===== src/rtl/minmax_pkg.sv =====
// Shared types and default sizing for the min/max frame analyser.
package minmax_pkg;

    // Default sample width and counter/frame-length width.
    localparam int unsigned DEF_WIDTH = 4;
    localparam int unsigned DEF_CNT_W = 8;

    // Frame-level control states.
    typedef enum logic [1:0] {
        IDLE = 2'd0,
        RUN  = 2'd1,
        DONE = 2'd2
    } state_e;

endpackage


===== src/rtl/cmp3_unit.sv =====
// Combinational unsigned three-way magnitude compare; exactly one output is high.
module cmp3_unit #(
    parameter int unsigned WIDTH = 4
) (
    input  logic [WIDTH-1:0] a,
    input  logic [WIDTH-1:0] b,
    output logic             gt,
    output logic             eq,
    output logic             lt
);

    // Decode a versus b into a one-hot greater/equal/less triple.
    always_comb begin
        gt = 1'b0;
        eq = 1'b0;
        lt = 1'b0;
        if (a > b) begin
            gt = 1'b1;
        end else if (a == b) begin
            eq = 1'b1;
        end else begin
            lt = 1'b1;
        end
    end

endmodule


===== src/rtl/minmax_tracker.sv =====
// Frame analyser: running max/min of a sample stream plus counts of samples
// greater than, equal to and less than their predecessor.
module minmax_tracker
    import minmax_pkg::*;
#(
    parameter int unsigned WIDTH = DEF_WIDTH,
    parameter int unsigned CNT_W = DEF_CNT_W
) (
    input  logic             clk,
    input  logic             rst,
    input  logic             start,
    input  logic [CNT_W-1:0] frame_len,
    input  logic             in_valid,
    output logic             in_ready,
    input  logic [WIDTH-1:0] in_data,
    output logic             out_valid,
    input  logic             out_ready,
    output logic [WIDTH-1:0] out_max,
    output logic [WIDTH-1:0] out_min,
    output logic [CNT_W-1:0] out_gt,
    output logic [CNT_W-1:0] out_eq,
    output logic [CNT_W-1:0] out_lt
);

    state_e           state_q;
    logic [CNT_W-1:0] remaining_q;
    logic [WIDTH-1:0] max_q;
    logic [WIDTH-1:0] min_q;
    logic [WIDTH-1:0] prev_q;
    logic             first_q;
    logic [CNT_W-1:0] gt_q;
    logic [CNT_W-1:0] eq_q;
    logic [CNT_W-1:0] lt_q;

    logic cls_gt;
    logic cls_eq;
    logic cls_lt;
    logic accept;

    // Classify the incoming sample against its predecessor.
    cmp3_unit #(
        .WIDTH (WIDTH)
    ) u_cmp_prev (
        .a  (in_data),
        .b  (prev_q),
        .gt (cls_gt),
        .eq (cls_eq),
        .lt (cls_lt)
    );

    assign accept = in_valid && (state_q == RUN);

    // FSM, remaining counter and result registers.
    always_ff @(posedge clk) begin
        if (rst) begin
            state_q     <= IDLE;
            remaining_q <= '0;
            max_q       <= '0;
            min_q       <= '0;
            prev_q      <= '0;
            first_q     <= 1'b0;
            gt_q        <= '0;
            eq_q        <= '0;
            lt_q        <= '0;
        end else begin
            unique case (state_q)
                IDLE: begin
                    // A zero-length frame request is dropped.
                    if (start && (frame_len != '0)) begin
                        remaining_q <= frame_len;
                        max_q       <= '0;
                        min_q       <= '0;
                        prev_q      <= '0;
                        first_q     <= 1'b1;
                        gt_q        <= '0;
                        eq_q        <= '0;
                        lt_q        <= '0;
                        state_q     <= RUN;
                    end
                end
                RUN: begin
                    if (accept) begin
                        remaining_q <= remaining_q - CNT_W'(1);
                        prev_q      <= in_data;
                        if (first_q) begin
                            // First sample seeds the extremes; nothing to compare yet.
                            max_q   <= in_data;
                            min_q   <= in_data;
                            first_q <= 1'b0;
                        end else begin
                            if (cls_gt) gt_q <= gt_q + CNT_W'(1);
                            if (cls_eq) eq_q <= eq_q + CNT_W'(1);
                            if (cls_lt) lt_q <= lt_q + CNT_W'(1);
                            if (in_data > max_q) max_q <= in_data;
                            if (in_data < min_q) min_q <= in_data;
                        end
                        if (remaining_q == CNT_W'(1)) begin
                            state_q <= DONE;
                        end
                    end
                end
                DONE: begin
                    // Results remain on the outputs after the handshake.
                    if (out_ready) begin
                        state_q <= IDLE;
                    end
                end
                default: begin
                    state_q <= IDLE;
                end
            endcase
        end
    end

    // Handshake flags come from registered state only.
    assign in_ready  = (state_q == RUN);
    assign out_valid = (state_q == DONE);
    assign out_max   = max_q;
    assign out_min   = min_q;
    assign out_gt    = gt_q;
    assign out_eq    = eq_q;
    assign out_lt    = lt_q;

endmodule


===== config.mk =====
export PLATFORM = sky130hd
export DESIGN_NAME = minmax_tracker
export DESIGN_NICKNAME = d
export VERILOG_FILES = /design/src/rtl/minmax_pkg.sv /design/src/rtl/cmp3_unit.sv /design/src/rtl/minmax_tracker.sv
export SDC_FILE = /design/constraint.sdc
export NUM_CORES = 1
export LEC_CHECK = 0
export CORE_MARGIN = 2
export CORE_UTILIZATION = 30
export DETAILED_ROUTE_END_ITERATION = 8
export PLACE_DENSITY_LB_ADDON = 0.15
export REMOVE_ABC_BUFFERS = 1
export SKIP_CTS_REPAIR_TIMING = 1
export SLEW_MARGIN = 25
export SYNTH_ARGS = -nofsm -noshare
export SYNTH_HDL_FRONTEND = slang
export SYNTH_SLANG_ARGS = --single-unit

===== constraint.sdc =====
create_clock -name clk -period 2.05 [get_ports clk]
set_input_delay 0.205 -clock clk [delete_from_list [all_inputs] [get_ports clk]]
set_output_delay 0.205 -clock clk [all_outputs]
set_load 0.05 [all_outputs]

# Word level (Yosys, flattened, before mapping)
# Cells that the tools add are included.
[totals]
register_bits = 47
elab_cells = 82
[op_classes]
mux = 40
n_reduce_logical = 12
n_eq_ne = 14
addsub = 4
n_lt_le_gt_ge = 3
[op_table]
columns = ["op", "n"]
rows = [
  ["$mux 8", 12],
  ["$pmux 8 s2", 4],
  ["$mux 4", 8],
  ["$add 8x1->8 const B", 3],
  ["$pmux 4 s2", 3],
  ["$reduce_and 5->1", 3],
  ["$ne 2x1->1 const B", 6],
  ["$reduce_and 4->1", 3],
  ["$eq 8x1->1 const B", 1],
  ["$gt 4x4->1", 2],
  ["$mux 2", 4],
  ["$reduce_bool 8->1", 1],
  ["$sub 8x1->8 const B", 1],
  ["$mux 1", 7],
  ["$ne 3x1->1 const B", 2],
  ["$pmux 2 s3", 1],
  ["$eq 4x4->1", 1],
  ["$lt 4x4->1", 1],
  ["$ne 2x2->1 const B", 2],
  ["$reduce_and 3->1", 1],
  ["$eq 2x1->1 const B", 1],
  ["$eq 2x2->1 const B", 1],
  ["$logic_and 1x1->1", 2],
  ["$logic_not 2->1", 1],
  ["other kinds (2)", 2],
]

# Depth between registers and ports, before layout
[depth]
word_depth = 7
mapped_depth = 9
depth_no_buf = 7

# By module
# From an unflattened synthesis, not the netlist that was laid out.
[hier_totals]
hier_cells = 319
area_unflattened_um2 = 2728.9
[by_module_without_submodules]
columns = ["mod", "area_per_inst_um2", "n_inst", "cells_each"]
rows = [
  ["minmax_tracker", 2622.5, 1, 303],
  ["cmp3_unit", 106.4, 1, 16],
]

# Least setup slack after synthesis
# OpenSTA, ideal clock, no wires.
[synth_path]
path_kind = "register to register"
from = "register prev_q[3]"
to = "register gt_q[6] (netlist: out_gt[6])"
arrival_time_ns = 2.007
required_ns = 1.980
slack_ns = -0.027
period_less_slack_ns = 2.077
path_stages_with_launch = 9
cell_sequence = "dfxtp_1 -> inv_1 -> ha_1 -> a41oi_2 -> nor2_1 -> a31o_1 -> clkbuf_1 -> or4_1 -> a21oi_1"
[synth_between]
elab_chain_cells = 4
[synth_rtl]
columns = ["item", "line_no", "source"]
rows = [
  ["from (decl)", "minmax_tracker.sv:29", "logic [WIDTH-1:0] prev_q;"],
  ["from (signal assigned)", "minmax_tracker.sv:84", "prev_q <= in_data;"],
  ["$gt 4x4->1", "cmp3_unit.sv:17", "if (a > b) begin"],
  ["$mux 1", "cmp3_unit.sv:17", ""],
  ["$ne 2x1->1 (no line)", "--", ""],
  ["$reduce_and 5->1 (no line)", "--", ""],
  ["to (signal assigned)", "minmax_tracker.sv:91", "if (cls_gt) gt_q <= gt_q + CNT_W'(1);"],
  ["to (decl)", "minmax_tracker.sv:31", "logic [CNT_W-1:0] gt_q;"],
]
# No other way between the ends.
# A chain may end at the register's enable or synchronous reset.

# Worst setup path after layout
[layout_path]
from = "input in_data[2]"
to = "register gt_q[6] (netlist: out_gt[6])"
[layout_between]
elab_chain_cells = 4
[layout_rtl]
columns = ["item", "line_no", "source"]
rows = [
  ["from (decl)", "minmax_tracker.sv:15", "input logic [WIDTH-1:0] in_data,"],
  ["$gt 4x4->1", "cmp3_unit.sv:17", ""],
  ["$mux 1", "cmp3_unit.sv:17", ""],
  ["$ne 2x1->1 (no line)", "--", ""],
  ["$reduce_and 5->1 (no line)", "--", ""],
]
# No other way between the ends.

==> flow_metrics.py <==
metrics = {
    "outcome": {
        "status": "completed",
    },
    "cells_and_area": {
        "nFillCells": 885,
        "diodes": 0,
        "drive_above_1_share_pct": 20.5,
        "final_nets": 456,
        "area_growth_pct": 44.6,
    },
    "floorplan": {
        "ios": 51,
        "start_util_pct": 31.0,
        "placeableCoreArea_sq_um": 8720,
        "fp.dieH_microns": 98.9,
        "rows": 34,
        "die_area_sq_um": 9780,
        "fp.dieW_microns": 98.9,
    },
    "sta": {
        "rsz0062_at_grt": "true",
        "fin_crit_ns": 1.98,
        "fin_tns_setup_ns": 0,
        "period_share_pct": 96.7,
        "finClkSkew_ns": 0.0105,
        "worst_slew_pin_slew_ns": 0.502,
        "drv_slew": 0,
        "worst_slack_ns": 0.0683,
        "setup_viol": 0,
        "hold_viol_final": 0,
        "clock.fmax_mhz": 505,
        "relSlewSlack_pct": 66.4,
    },
    "critical_path": {
        "crit_type": "primary input to register",
        "critPathLaunchType": "primary input",
        "cp-end-kind": "register",
        "critPathMaxFanout": 10,
        "arrival_ns": 2.22,
        "required_ns": 2.28,
    },
    "yosys": {
        "ys_seq_area_share_pct": 34.8,
        "yosysWarnings": 0,
        "synth_flop_cell": "dfxtp_1",
        "async_reset_ff_share_pct": 0,
        "ys_types": 52,
        "synth_area_sq_um": 2700,
        "synth.area.top_cells": "dfxtp_1 35%, ha_1 7.4%, a21oi_1 6.9%",
        "avgSynthCellArea_sq_um": 8.24,
        "synth-edff-count": 0,
        "syn-instance-count": 328,
        "synth_top_area_cell": "dfxtp_1",
        "ys_seq_elements": 47,
        "yosysTopAreaCellShare_pct": 34.8,
    },
    "clocking": {
        "clk_latency_ns": 0.30,
        "clock_sinks": 47,
        "cts_tree": "built",
        "cts_buffers": 5,
        "clockRootBuffer": "clkbuf_8",
        "path_clk_slew_ns": 0.09,
        "htreeDepth": 2,
        "clockBufferDepth": 2,
    },
    "placed_design": {
        "post-dp-hpwl_mm": 5.51,
        "io_buffer_count": 50,
        "dp_slack_ns": -0.456,
        "routabilityCongestion": 0.807,
    },
    "global_route": {
        "grt_pass1_wl_mm": 12.4,
        "grt_max_degree": 32,
        "track_usage_pct": 15.2,
        "grt_pass1_vias": 2554,
        "antenna_found_initial": 0,
        "overflow": 0,
    },
    "pwr": {
        "power_uw": 2280,
        "p_leak_uw": 0.00143,
        "irDropWorstVdd_mv": 0.313,
        "p_per_area_nw_per_um2": 585,
    },
    "detailed_routing": {
        "firstDrtPassIters": 4,
        "wl_per_cell_microns": 14.2,
        "totalWireLength_mm": 7.55,
        "drtIter0Drc": 136,
        "route.detailed.drc": 0,
        "avgViaCountPerCell": 5.19,
        "routed-via-count": 2762,
        "ant_nets": 0,
    },
    "hold_path": {
        "hold_class": "primary input to register",
    },
    "run": {
        "cap_violations": 0,
    },
}
-- metal layers --
metal,vias to the layer above,GRT usage (%),part of all wire [%]
li1,1414,-,-
met5,-,0,0
met1,1282,20.6,49
met4,0,2.85,0.95
met2,60,25.6,47
met3,6,2.77,3.6
-- critical path, stage by stage --
cell	delay (ns)
clkdlybuf4s50_1	0.49
ha_4	0.33
o21a_1	0.18
o31ai_4	0.11
a31o_4	0.29
or4_1	0.47
a21oi_1	0.14
-- flip-flops by register name, summed over array words and instances, names as in the netlist, 2 cells and up --
name	count
out_eq	8
out_gt	8
out_lt	8
out_max	4
out_min	4
prev_q	4
remaining_q	8
state_q	2
-- metrics by stage --
stage	hold WS [ns]	cells	utilization [%]	instance area, sq um
after floorplan	0.274	311	-	2620
after detailed placement	0.449	520	41.9	3650
after global placement	0.444	520	41.9	3650
after global routing	0.427	532	44.8	3910
final	0.418	532	44.8	3910
after CTS	0.463	528	43.2	3760
-- logic make-up (layout without fill, tap and decap cells) --
kind of cell	after synthesis	count (layout)	share of synthesized area (%)
multiplexers	6	6	2.22
AND/OR/NAND/NOR	124	124	24.9
flip-flops	47	47	34.8
AO/OA/AOI/OAI	98	98	24.4
adder cells (fa/ha/maj)	16	16	7.41
buffers and inverters	34	130	5.32
XOR/XNOR	3	3	0.972
-- cell type report --
type / count / area [sq um] / area share, %
Multi-Input combinational cell: 247 / 1720 / 44.0
Sequential cell: 47 / 945 / 24.2
Timing Repair Buffer: 105 / 933 / 23.9
Tap cell: 108 / 135 / 3.46
Clock buffer: 5 / 68.8 / 1.76
Inverter: 17 / 63.8 / 1.63
Clock inverter: 3 / 43.8 / 1.12
-- Yosys cell counts (all sizes together), types with 2 or more instances --
library cell / number
ha: 16
o211ai: 3
nor2b: 4
a2111oi: 3
a221oi: 2
dfxtp: 47
o21ai: 20
clkbuf: 10
and2: 2
and4: 2
nor3: 5
mux2i: 6
o21a: 2
a21oi: 38
and3: 4
nor4: 4
buf: 7
nand4: 11
a21o: 5
nand3b: 3
a211oi: 5
o31ai: 9
xnor2: 2
inv: 17
nor2: 14
nand2: 32
or4: 9
or3: 8
o41ai: 3
nand2b: 7
nand3: 17
-- power breakdown --
group          leakage [uW]  switching (uW)  internal, uW  total [uW]
sequential         0.000383            35.4           946         982
clock             0.0000581             334           364         698
combinational      0.000991             326           278         605
total               0.00143             696          1590        2280
-- worst paths after layout --
kind / start / endpoint / slack [ns] / depth (start not counted)
setup reg to reg: prev_q[3]$_SDFFE_PP0P_ / out_gt[6]$_SDFFE_PP0P_ / 0.09 / 7
hold / removal: in_data[1] / prev_q[1]$_SDFFE_PP0P_ / 0.42 / 4
setup / recovery: in_data[2] / out_gt[6]$_SDFFE_PP0P_ / 0.07 / 7
hold reg to reg: prev_q[2]$_SDFFE_PP0P_ / prev_q[2]$_SDFFE_PP0P_ / 0.46 / 2
-- cell usage in the layout, fill, tap and decap left out, types with 3 or more instances in the layout --
cell type / synthesis / final
buf_4: 1 / 53
clkbuf_8: 0 / 5
nand3_1: 17 / 17
or3_1: 8 / 8
mux2i_1: 6 / 6
a21oi_1: 37 / 37
ha_1: 16 / 12
o21ai_1: 18 / 16
a211oi_1: 5 / 5
and3_1: 4 / 4
clkdlybuf4s50_1: 0 / 48
dfxtp_1: 47 / 44
nand4_1: 11 / 11
a21o_1: 5 / 5
nand2b_1: 7 / 7
nor3_1: 5 / 5
dfxtp_2: 0 / 3
o211ai_1: 3 / 3
inv_1: 16 / 15
nand2_1: 32 / 32
nor2b_1: 4 / 3
o31ai_1: 8 / 8
ha_4: 0 / 4
nor2_1: 14 / 14
nand3b_1: 3 / 3
or4_1: 9 / 9
(Power assumes the default switching activity.)
